## src/rtl/pc_gen_pkg.sv

```systemverilog
// Shared fetch-PC definitions: next-PC select encodings and default vectors.
// Also used by the controller when driving npc_sel.
package pc_gen_pkg;

    typedef enum logic [1:0] {
        NPC_SEQ = 2'b00,
        NPC_B   = 2'b01,
        NPC_J   = 2'b10,
        NPC_JR  = 2'b11
    } npc_sel_e;

    typedef enum logic [2:0] {
        SRC_EXC,
        SRC_ERET,
        SRC_HOLD,
        SRC_PEND,
        SRC_LIVE,
        SRC_SEQ
    } pc_src_e;

    localparam logic [31:0] RESET_PC_DEF = 32'h0000_3000;
    localparam logic [31:0] EXC_PC_DEF   = 32'h0000_4180;

endpackage

```

## src/rtl/pc_target_calc.sv

```systemverilog
// Combinational control-transfer targets and link address for the ID-stage
// instruction.
module pc_target_calc
    import pc_gen_pkg::*;
#(
    parameter int WIDTH = 32
) (
    input  logic [WIDTH-1:0] pc_id,
    input  logic [15:0]      imm16,
    input  logic [25:0]      imm26,
    input  logic [WIDTH-1:0] rs_val,
    output logic [WIDTH-1:0] b_tgt,
    output logic [WIDTH-1:0] j_tgt,
    output logic [WIDTH-1:0] jr_tgt,
    output logic [WIDTH-1:0] link_addr
);

    logic [WIDTH-1:0] seq_id;
    logic [WIDTH-1:0] b_off;

    assign seq_id    = pc_id + WIDTH'(4);
    assign b_off     = {{(WIDTH-18){imm16[15]}}, imm16, 2'b00};
    assign b_tgt     = seq_id + b_off;
    assign jr_tgt    = rs_val;
    assign link_addr = pc_id + WIDTH'(8);

    // The jump region comes from the delay-slot PC, not the jump itself.
    generate
        if (WIDTH > 28) begin : g_region
            assign j_tgt = {seq_id[WIDTH-1:28], imm26, 2'b00};
        end else begin : g_flat
            assign j_tgt = {imm26, 2'b00};
        end
    endgenerate

endmodule

```

## src/rtl/pc_gen.sv

```systemverilog
// IF-stage PC register with next-PC priority mux, exception/eret override
// and a one-entry buffer for redirects that arrive while fetch is held.
module pc_gen
    import pc_gen_pkg::*;
#(
    parameter int               WIDTH    = 32,
    parameter logic [WIDTH-1:0] RESET_PC = WIDTH'(RESET_PC_DEF),
    parameter logic [WIDTH-1:0] EXC_PC   = WIDTH'(EXC_PC_DEF)
) (
    input  logic             clk,
    input  logic             reset,
    input  logic             fetch_hold,
    input  logic [1:0]       npc_sel,
    input  logic             judge,
    input  logic [WIDTH-1:0] pc_id,
    input  logic [15:0]      imm16,
    input  logic [25:0]      imm26,
    input  logic [WIDTH-1:0] rs_val,
    input  logic             exc_req,
    input  logic             eret_req,
    input  logic [WIDTH-1:0] epc_in,
    output logic [WIDTH-1:0] pc,
    output logic [WIDTH-1:0] pc_4,
    output logic [WIDTH-1:0] link_addr,
    output logic             if_jump,
    output logic             pend_valid,
    output logic             pc_misalign
);

    logic [WIDTH-1:0] pc_q;
    logic [WIDTH-1:0] pend_tgt_q;
    logic             pend_valid_q;

    logic [WIDTH-1:0] b_tgt;
    logic [WIDTH-1:0] j_tgt;
    logic [WIDTH-1:0] jr_tgt;

    npc_sel_e         sel;
    logic             live_redir;
    logic [WIDTH-1:0] live_tgt;

    pc_src_e          src;
    logic [WIDTH-1:0] pc_d;
    logic [WIDTH-1:0] pend_tgt_d;
    logic             pend_valid_d;
    logic             jump_c;

    pc_target_calc #(
        .WIDTH(WIDTH)
    ) u_tgt (
        .pc_id    (pc_id),
        .imm16    (imm16),
        .imm26    (imm26),
        .rs_val   (rs_val),
        .b_tgt    (b_tgt),
        .j_tgt    (j_tgt),
        .jr_tgt   (jr_tgt),
        .link_addr(link_addr)
    );

    assign sel  = npc_sel_e'(npc_sel);
    assign pc_4 = pc_q + WIDTH'(4);

    always_comb begin
        live_redir = 1'b0;
        live_tgt   = pc_4;
        unique case (sel)
            NPC_SEQ: begin
                live_redir = 1'b0;
                live_tgt   = pc_4;
            end
            NPC_B: begin
                live_redir = judge;
                live_tgt   = b_tgt;
            end
            NPC_J: begin
                live_redir = 1'b1;
                live_tgt   = j_tgt;
            end
            NPC_JR: begin
                live_redir = 1'b1;
                live_tgt   = jr_tgt;
            end
        endcase
    end

    always_comb begin
        src = SRC_SEQ;
        if (exc_req) begin
            src = SRC_EXC;
        end else if (eret_req) begin
            src = SRC_ERET;
        end else if (fetch_hold) begin
            src = SRC_HOLD;
        end else if (pend_valid_q) begin
            src = SRC_PEND;
        end else if (live_redir) begin
            src = SRC_LIVE;
        end
    end

    always_comb begin
        pc_d         = pc_q;
        pend_valid_d = pend_valid_q;
        pend_tgt_d   = pend_tgt_q;
        jump_c       = 1'b0;
        unique case (src)
            SRC_EXC: begin
                pc_d         = EXC_PC;
                pend_valid_d = 1'b0;
                jump_c       = 1'b1;
            end
            SRC_ERET: begin
                pc_d         = epc_in;
                pend_valid_d = 1'b0;
                jump_c       = 1'b1;
            end
            SRC_HOLD: begin
                // First redirect seen during a hold wins; later ones drop.
                if (live_redir && !pend_valid_q) begin
                    pend_valid_d = 1'b1;
                    pend_tgt_d   = live_tgt;
                end
            end
            SRC_PEND: begin
                pc_d         = pend_tgt_q;
                pend_valid_d = 1'b0;
                jump_c       = 1'b1;
            end
            SRC_LIVE: begin
                pc_d   = live_tgt;
                jump_c = 1'b1;
            end
            SRC_SEQ: begin
                pc_d = pc_4;
            end
            default: begin
                pc_d = pc_4;
            end
        endcase
    end

    always_ff @(posedge clk or posedge reset) begin
        if (reset) begin
            pc_q         <= RESET_PC;
            pend_valid_q <= 1'b0;
            pend_tgt_q   <= '0;
        end else begin
            pc_q         <= pc_d;
            pend_valid_q <= pend_valid_d;
            pend_tgt_q   <= pend_tgt_d;
        end
    end

    assign pc          = pc_q;
    assign pend_valid  = pend_valid_q;
    assign if_jump     = jump_c & ~reset;
    assign pc_misalign = |pc_q[1:0];

endmodule

```

## config.mk

```make
export PLATFORM = sky130hd
export DESIGN_NAME = pc_gen
export DESIGN_NICKNAME = d
export VERILOG_FILES = /design/src/rtl/pc_gen_pkg.sv /design/src/rtl/pc_target_calc.sv /design/src/rtl/pc_gen.sv
export SDC_FILE = /design/constraint.sdc
export NUM_CORES = 1
export LEC_CHECK = 0
export CAP_MARGIN = 20
export CORE_MARGIN = 5
export CORE_UTILIZATION = 30
export CTS_CLUSTER_SIZE = 40
export DETAILED_ROUTE_END_ITERATION = 12
export PLACE_DENSITY_LB_ADDON = 0.2
export REMOVE_ABC_BUFFERS = 1
export SLEW_MARGIN = 20
export SYNTH_ARGS = -nofsm -noshare
export SYNTH_HDL_FRONTEND = slang
export SYNTH_SLANG_ARGS = --single-unit
export TNS_END_PERCENT = 10
```

## constraint.sdc

```tcl
create_clock -name clk -period 3.05 [get_ports clk]
set_input_delay 0.4575 -clock clk [delete_from_list [all_inputs] [get_ports clk]]
set_output_delay 0.4575 -clock clk [all_outputs]
set_load 0.02 [all_outputs]
```

After elaboration in Yosys (flattened, before gate mapping)
Index checks and enable logic that the tools add are counted.
Operators by class
  bitwise logic cells: 2
  div/mod/pow operators: 0
  shifts and indexed selects: 0
  magnitude comparators: 0
  multiply operators: 0
  equality and inequality tests: 8
  $add $sub $neg: 4
  multiplexer cells: 11
  reductions and logical operators: 11
Operators by type and width (number)
  one-hot mux 32 bit (5 select lines): 1
  one-hot mux 32 bit (4 select lines): 1
  adder 32 x 3 -> 32 bit, second input constant: 2
  adder 32 bit: 1
  adder 32 x 4 -> 32 bit, second input constant: 1
  two-way mux 3 bit: 4
  == test 3 x 2 -> 1 bit, second input constant: 2
  == test 2 bit, second input constant: 2
  AND reduction 2 bit: 2
  OR reduction 2 bit: 2
  OR reduction 4 bit: 1
  == test 3 x 1 -> 1 bit, second input constant: 1
  == test 3 bit, second input constant: 1
  zero test 3 bit: 1
  two-way mux 1 bit: 3
  one-hot mux 1 bit (3 select lines): 1
  OR reduction 3 bit: 1
  == test 2 x 1 -> 1 bit, second input constant: 1
  zero test 2 bit: 1
  != test 2 bit, second input constant: 1
  one-hot mux 1 bit (2 select lines): 1
  nonzero test 2 bit: 1
  bitwise AND 1 bit: 1
  logical AND 1 bit: 1
  2 further kinds: 2
Storage, ports and cells
  flip-flop bits (word level): 65
  input port bits: 146
  bits in writable memories: 0
  output and inout port bits: 99
  bits in latches: 0
  memories kept: 0
  memory bits (read-only): 0
  word-level logic and storage cells: 39

Logic depth before layout (Yosys ltp)
  depth in word-level cells: 12
  gate-level depth with buffers: 19

By module
Synthesis repeated with hierarchy kept, for this count alone.
Unflattened totals
  cells, all modules: 997
  area, all modules: 8061.5 sq um
Modules (own cells, without submodules)
  pc_gen: times used 1, cells each 502, area each 4528.1 sq um, seq. area each 1629.1 sq um
  pc_target_calc: times used 1, cells each 495, area each 3533.4 sq um, seq. area each 0.0 sq um

Least setup slack after synthesis
No wires, ideal clock.
  kind: input -> register
  start point: input port pc_id[3]
  end point: register pend_tgt_q[30]
  data arrival time: 3.735 ns
  cell stages on the path: 18
  data required time: 2.925 ns
  path buffers: 0
  setup slack: -0.809 ns
  library setup time: 0.125 ns
  cell sequence: ha_1 and4_1 and2_1 nand3_1 nor3_1 and3_1 and3_1 nand2_1 xnor2_1 ha_1 a21oi_1 o21ai_0 a21o_1 a21oi_1 o41ai_1 a221oi_1 o21ai_0 mux2_2
On the way
  word-level cells in the longest chain between the ends: 3
RTL lines
  from (decl): line pc_gen.sv:15  | input logic [WIDTH-1:0] pc_id,
  adder 32 x 3 -> 32 bit *: line pc_target_calc.sv:21  | assign seq_id = pc_id + WIDTH'(4);
  adder 32 bit: line pc_target_calc.sv:23  | assign b_tgt = seq_id + b_off;
  one-hot mux 32 bit (4 select lines) *: line pc_gen.sv:67  | unique case (sel)
  to (signal assigned): line pc_gen.sv:151  | pend_tgt_q <= pend_tgt_d;
  to (decl): line pc_gen.sv:31  | logic [WIDTH-1:0] pend_tgt_q;
Mark *: on every way between the ends. The rest lies on a longest branch, timed or not.
A chain may end at the register's enable or synchronous reset.

Worst setup path after layout
  start point: input port pc_id[3]
  end point: register pend_tgt_q[22]
On the way
  word-level cells in the longest chain between the ends: 3
RTL lines (line)
  adder 32 x 3 -> 32 bit: pc_target_calc.sv:21
  adder 32 bit: pc_target_calc.sv:23
  one-hot mux 32 bit (4 select lines): pc_gen.sv:67
No other way between the ends.

==> implementation parameters <==
Parameter                              Value

Outcome
  Run status    finished with violations
  Failing checks    negative setup slack

Floorplanning
  Io pins    245
  X dimension of the die    164 microns
  Die Footprint    26,800 sq um
  Die height    164 microns
  Initial standard-cell utilization of the core    0.304
  Number of rows created at floorplan    56
  Floorplan core area    23,300 sq um

Power and ir drop
  Reported leakage power    0.00563 uW
  Power density over the cells    roughly 330 nW/um^2
  Peak supply drop    roughly 260 uV

STA
  Upper clock frequency limit    0.292 GHz
  Post-route setup TNS    -6.00 ns
  Final Slew Violations    0
  Worst-case headroom to the max-slew limit    0.506
  Final min period    around 3.4 ns
  Final worst slack    -0.381 ns
  # setup viols final    28
  Worst setup skew after layout    between 0.007 and 0.008 ns
  Post-route fraction of the period consumed by the critical path    1.12
  Unrepaired setup endpoints after global routing    yes
  Hold Violations, Final    0
  Worst slew pin tran    ~0.74 ns

Logic synthesis
  Post-Synthesis Cell Area    7080 sq um
  Syn Area/Cell    approximately 7.7 sq um
  Gate Count Post-Synth    between 900 and 1,000
  Count of flip-flops with a built-in enable after synthesis    0
  Warning count from the yosys run    0
  Fraction of registers with async set or reset after synthesis    1.00
  Unique masters post-synth    67
  Yosys reg bits    65
  Sequential element share of the synthesized area    0.230
  Post-synth top flop    sky130_fd_sc_hd__dfrtp_1

Placement
  Routability congestion estimate    between 0.9 and 1
  Final HPWL DP    23.9 mm
  Port buffer count    244
  Worst setup slack before clock tree synthesis    -1.42 ns
  Instance area after placement    about 11,000 sq um

Global routing
  Overall global routing resource usage    0.221
  Wire length of the first global-routing pass    47.2 mm
  Global route overflow    0
  Number of global-route vias before repair    8,692
  Maximum number of pins on one net before global-route repair    56
  Number of antenna violations at the first check in global routing    3

Detailed routing
  Vias per cell    5.09
  Via count    between 8,000 and 9,000
  Number of routed nets with antenna violations    0
  DR WL/cell    about 18 microns
  Routed WL    30.5 mm
  Count of unresolved DRC violations after routing    0
  DRT Pass-1 Iters    5
  DRC violation total after the first TritonRoute iteration    521

Cells and area
  Final cell utilization of the core    0.535
  Number of nets in the layout    1,549
  Post-route design area    12,500 sq um
  Fraction of final layout cells with drive strength greater than 1    0.298
  Synth-to-layout area growth    76.3%

CTS
  Clock transition at the registers of the reported paths    0.06 ns
  Maximum clock path buffer count    2
  Hold-fix buffer count after cts    0
  CTS tree    built
  Clock sink total    65
  Clock buffers created by TritonCTS    9
  Clock Tree Root    sky130_fd_sc_hd__clkbuf_16
  H-tree depth    3
  Clock latency of the later-clocked register in the worst-skew pair    0.33 ns

Worst setup path
  Data required time at the worst endpoint    3.27 ns
  Crit end category    register
  Worst EP arrival    3.65 ns
  Max FO, Critical Path    3
  CP cell instances    buf_8 > buf_6 > ha_4 > and3_4 > nand4_1 > buf_4 > nor2_4 > xor2_1 > ha_1 > and4_4 > and3_4 > o211ai_1 > buf_4 > nand4_1 > nand2_2 > xnor2_4 > mux4_2 > mux2_4
  Cell with the largest stage delay on the worst path    sky130_fd_sc_hd__mux4_2
  Max stage delay on crit path    0.49 ns
  Category of the critical setup timing path    in -> reg
  Type of element launching the critical path    primary input

Hold path
  Class of the worst hold path    reg -> reg

Flow run
  Max-cap viol count    0
-- critical path: cells and delay by family --
family	cells	cell delay, ns
and+or+nand+nor	7	1.00
buffers and inverters	4	0.54
xor gates and xnor gates	2	0.32
muxes	2	0.77
adders and majority gates	2	0.47
AOI/OAI and AO/OA	1	0.08
-- cells in the mapped netlist, drive strengths merged, types with 3 or more instances --
| master | n | area share |
|---|---|---|
| clkbuf | 41 | 0.022 |
| o31ai | 8 | 0.0085 |
| a222oi | 6 | 0.0085 |
| and4 | 8 | 0.010 |
| nand3 | 40 | 0.028 |
| mux2 | 12 | 0.019 |
| a22oi | 19 | 0.020 |
| a221oi | 8 | 0.0099 |
| mux2i | 19 | 0.027 |
| o2111ai | 4 | 0.0049 |
| nand2 | 115 | 0.061 |
| a2111oi | 3 | 0.0037 |
| nor3 | 15 | 0.011 |
| a211oi | 6 | 0.0064 |
| nor4 | 4 | 0.0035 |
| o22ai | 4 | 0.0035 |
| xor2 | 45 | 0.057 |
| o21ai | 88 | 0.062 |
| nor2 | 82 | 0.043 |
| and3 | 22 | 0.020 |
| and2 | 7 | 0.0062 |
| o21bai | 3 | 0.0032 |
| a221o | 8 | 0.011 |
| mux4 | 7 | 0.022 |
| nand2b | 4 | 0.0035 |
| a22o | 8 | 0.0099 |
| a21o | 13 | 0.014 |
| nand4 | 11 | 0.011 |
| nand3b | 3 | 0.0032 |
| o221ai | 3 | 0.0037 |
| xnor2 | 58 | 0.073 |
| or3 | 6 | 0.0053 |
| nor2b | 3 | 0.0026 |
| a21oi | 61 | 0.043 |
| ha | 37 | 0.065 |
| o211ai | 8 | 0.0085 |
| dfrtp | 63 | 0.22 |
| buf | 14 | 0.014 |
| inv | 24 | 0.013 |
| a31oi | 4 | 0.0035 |
-- state kept, by name, summed over array words and instances (netlist names) --
register    flops
pc             32
pend_tgt_q     32
pend_valid      1
-- placed cells by master, fill, tap and decap left out, types with 6 or more instances in the layout --
cell type / Yosys / layout
sky130_fd_sc_hd__a222oi_1: 6 / 6
sky130_fd_sc_hd__buf_6: 3 / 11
sky130_fd_sc_hd__nor3_1: 14 / 11
sky130_fd_sc_hd__buf_4: 5 / 237
sky130_fd_sc_hd__nand3_1: 40 / 39
sky130_fd_sc_hd__nand2_1: 115 / 107
sky130_fd_sc_hd__o21ai_2: 0 / 7
sky130_fd_sc_hd__o211ai_1: 8 / 8
sky130_fd_sc_hd__a21oi_1: 61 / 46
sky130_fd_sc_hd__a22o_1: 8 / 8
sky130_fd_sc_hd__dfrtp_1: 63 / 63
sky130_fd_sc_hd__inv_1: 24 / 23
sky130_fd_sc_hd__mux2_2: 12 / 10
sky130_fd_sc_hd__nand2_2: 0 / 6
sky130_fd_sc_hd__xnor2_1: 57 / 48
sky130_fd_sc_hd__mux4_2: 7 / 7
sky130_fd_sc_hd__nor2_2: 0 / 8
sky130_fd_sc_hd__o21ai_1: 4 / 20
sky130_fd_sc_hd__a221o_1: 8 / 8
sky130_fd_sc_hd__a22oi_1: 19 / 19
sky130_fd_sc_hd__a21oi_2: 0 / 13
sky130_fd_sc_hd__ha_1: 37 / 33
sky130_fd_sc_hd__mux2i_1: 19 / 19
sky130_fd_sc_hd__a21o_1: 13 / 13
sky130_fd_sc_hd__xor2_2: 1 / 8
sky130_fd_sc_hd__dlymetal6s2s_1: 0 / 8
sky130_fd_sc_hd__o21ai_0: 84 / 61
sky130_fd_sc_hd__nor2_1: 82 / 70
sky130_fd_sc_hd__xnor2_2: 1 / 8
sky130_fd_sc_hd__nand4_1: 10 / 10
sky130_fd_sc_hd__clkdlybuf4s15_1: 0 / 6
sky130_fd_sc_hd__and3_1: 21 / 16
sky130_fd_sc_hd__dlygate4sd2_1: 0 / 21
sky130_fd_sc_hd__clkdlybuf4s50_1: 0 / 200
sky130_fd_sc_hd__xor2_1: 44 / 37
sky130_fd_sc_hd__clkbuf_16: 0 / 9
-- path summary, 6_finish.rpt --
| kind | to | slack (ns) | from | cells after the start |
|---|---|---|---|---|
| hold / removal | pend_tgt_q[17]$_DFFE_PP0P_ | 0.48 | pend_tgt_q[17]$_DFFE_PP0P_ | 2 |
| min in group asynchronous | pc[0]$_DFFE_PP0P_ | 0.55 | reset | 3 |
| setup reg to reg | pend_tgt_q[30]$_DFFE_PP0P_ | 0.44 | pc[12]$_DFFE_PP1N_ | 10 |
| setup / recovery | pend_tgt_q[22]$_DFFE_PP0P_ | -0.38 | pc_id[3] | 18 |
| hold reg to reg | pend_tgt_q[17]$_DFFE_PP0P_ | 0.48 | pend_tgt_q[17]$_DFFE_PP0P_ | 2 |
| max in group asynchronous | pc[28]$_DFFE_PP0N_ | 2.05 | reset | 3 |
-- cell type report --
cell class,instances,area [sq um]
clock buffer,12,267
tap,319,399
sequential,65,1630
antenna,1,2.50
inverter,24,90.1
fill,2209,10800
timing repair buffer,493,4340
multi-input combinational,772,5710
clock inverter,4,50.0
-- cells by family (layout without fill, tap and decap cells) --
group / Yosys count / count (layout) / synth area share
adders and majority gates: 38 / 38 / 0.0682
AOI/OAI and AO/OA: 267 / 267 / 0.241
xor gates and xnor gates: 103 / 103 / 0.129
muxes: 38 / 38 / 0.0682
other: 0 / 1 / 0
buffers and inverters: 79 / 533 / 0.0484
and+or+nand+nor: 326 / 326 / 0.215
DFF: 65 / 65 / 0.230
-- through the flow --
stage	hold slack [ns]	std cells	power [uW]
3_5_place_dp	0.471	1648	2890
5_1_grt	0.492	1690	4360
4_1_cts	0.483	1683	4090
2_1_floorplan	0.449	861	1920
3_3_place_gp	0.462	1648	2870
6_report	0.481	1690	4130
-- what timing repair did --
| action | in CTS | in global routing |
|---|---|---|
| setup endpoints to repair | 82 | 57 |
| pin swaps | 70 | 20 |
| endpoints found under the hold margin | 0 | 0 |
| gates resized for setup | 180 | 56 |
| buffers inserted | 19 | 6 |
-- report_power, final --
part | total [uW] | internal, uW | switching (uW)
sequential | 1110 | 1010 | 97.5
clock | 1100 | 698 | 399
combinational | 1930 | 986 | 941
total | 4130 | 2690 | 1440
-- layer usage --
layer / global-route usage / up-vias / wire length [microns]
li1: - / 4242 / -
met3: 0.0341 / 37 / 1850
met1: 0.291 / 4010 / 13200
met2: 0.375 / 311 / 14800
met5: 0 / - / 14
met4: 0.0621 / 2 / 621
Power figures use the tool's default switching activity.
==> edit, RTL diff (config.mk and constraints unchanged) <==
Register the input `pc_id` before use. The logic sees it one clock later. The other inputs are not delayed to match.
--- a/src/rtl/pc_gen.sv
+++ b/src/rtl/pc_gen.sv
@@ -28,4 +28,10 @@
 );
 
+    logic [WIDTH-1:0] pc_id_q;
+
+    always_ff @(posedge clk) begin
+        pc_id_q <= pc_id;
+    end
+
     logic [WIDTH-1:0] pc_q;
     logic [WIDTH-1:0] pend_tgt_q;
@@ -49,5 +55,5 @@
         .WIDTH(WIDTH)
     ) u_tgt (
-        .pc_id    (pc_id),
+        .pc_id    (pc_id_q),
         .imm16    (imm16),
         .imm26    (imm26),
Check against the original RTL: not equivalent (Yosys sat finds a counterexample within 4 cycles, from zero or initial values and one cycle with reset high).
==> edit against the unedited design <==
  * The run still ends with setup timing left
  * Wire length rose by 11%
  * Final area rose by 9.7%
  * Hold slack improved by 0.0015 ns
  * Setup slack got worse by 0.057 ns
  * Total power rose by 15%
  * Synthesized area rose by 12%
  * Sequential cell count rose by 32
  * Synthesized cell count rose by 7.1%
  * Highest routed layer is now met4
==> edit: results (changes against the unedited design) <==
metric;value;unit;change
outcome;complete, but fails checks;;unchanged
failing checks;setup timing;;unchanged
Wirelength per Cell;18.9;microns;was 18.0 microns
mux contribution to synthesized area;5.11;%;was 6.82%
final net count;1637;;was 1,549
Post-DP Area;12400;sq um;was 11,400 sq um
HPWL after detailed placement;27.0;mm;was 23.9 mm
Post-CTS Resized;110;;was 180
LEAKAGE;0.00602;uW;was 0.00563 uW
Vias/cell;5.12;;was 5.09
CP endpoint;pc[22]$_DFFE_PP0N_;;was pend_tgt_q[22]$_DFFE_PP0P_
R2R cell count;14;;was 10
Setup Skew;0.0198;ns;was 0.00792 ns
min setup slack post-route;-0.437;ns;was -0.381 ns
buffer count from post-CTS setup fixing;11;;was 19
initial antenna violation count;4;;was 3
largest cells by area after synthesis;dfrtp_1 20%, dfxtp_1 8.1%, nand2_1 6.6%;;was dfrtp_1 22%, xnor2_1 7.0%, ha_1 6.5%
synth unique cells;81;;was 67
largest net degree at the start of global routing;26;;was 56
Setup-failing EPs final;36;;was 28
routed wire length;33.9;mm;was 30.5 mm
Fin Hold WS;0.482;ns;was 0.481 ns
Int Pwr;3030;uW;was 2690 uW
slowest CP cell;or4_4;;was mux4_2
clock share of power;24.7;%;was 26.6%
Placed Cells;1749;;was 1,648
Total Routing Usage GR;21.6;%;was 22.1%
Async SR Flop Fraction;67.0;%;was 100%
Startpoint Class;register;;was input pin
Worst VDD drop;0.304;mV;was 0.262 mV
routability cong.;0.915;;was 0.920
# fillers;2501;;was 2,209
first-pass GRT wire length;52.2;mm;was 47.2 mm
Hold Path Class;in2async;;was reg2reg
Synth Area in XOR/XNOR;11.5;%;was 12.9%
Setup WS pre-CTS;-0.739;ns;was -1.42 ns
top post-synthesis cells by count;139 x nand2_1, 88 x nor2_1, 63 x dfrtp_1, 59 x xnor2_1, 55 x a21oi_1;;was 115 x nand2_1, 84 x o21ai_0, 82 x nor2_1, 63 x dfrtp_1, 61 x a21oi_1
1st-iter DRT viols;684;;was 521
combinational power;2010;uW;was 1930 uW
Power, Total;4750;uW;was 4130 uW
setup TNS after final layout;-8.04;ns;was -6.00 ns
critical path arrival;3.77;ns;was 3.65 ns
Worst-Margin Slew;0.578;ns;was 0.738 ns
[edit: changes by cell type in the layout (fill, tap and decap cells not counted), sizes merged, moves of 14 or more]
cell,change
nand4,+16
a22oi,-15
o21ai,-25
nand2,+25
buf,+24
dfxtp,+32
clkdlybuf4s50,+16
and3,-14
[edit: cell type report]
type | instances | area (sq um) | area share, %
antenna | 4 | 10.0 | 0.0730
clock buffer | 9 | 225 | 1.64
clock inverter | 7 | 66.3 | 0.484
inverter | 26 | 97.6 | 0.712
multi-input combinational | 798 | 6040 | 44.1
sequential | 97 | 2290 | 16.7
tap | 335 | 419 | 3.06
timing repair buffer | 520 | 4550 | 33.2
[edit: layer usage]
metal  vias up  share of wire (%)  global-route usage [%]  routed length [microns]
li1       4505                  -                       -                        -
met5         -                  0                       0                        0
met3        32                7.2                    5.24                     2450
met2       370                 48                    36.5                    16400
met4         0                1.9                    5.61                      658
met1      4291                 42                    27.8                    14400
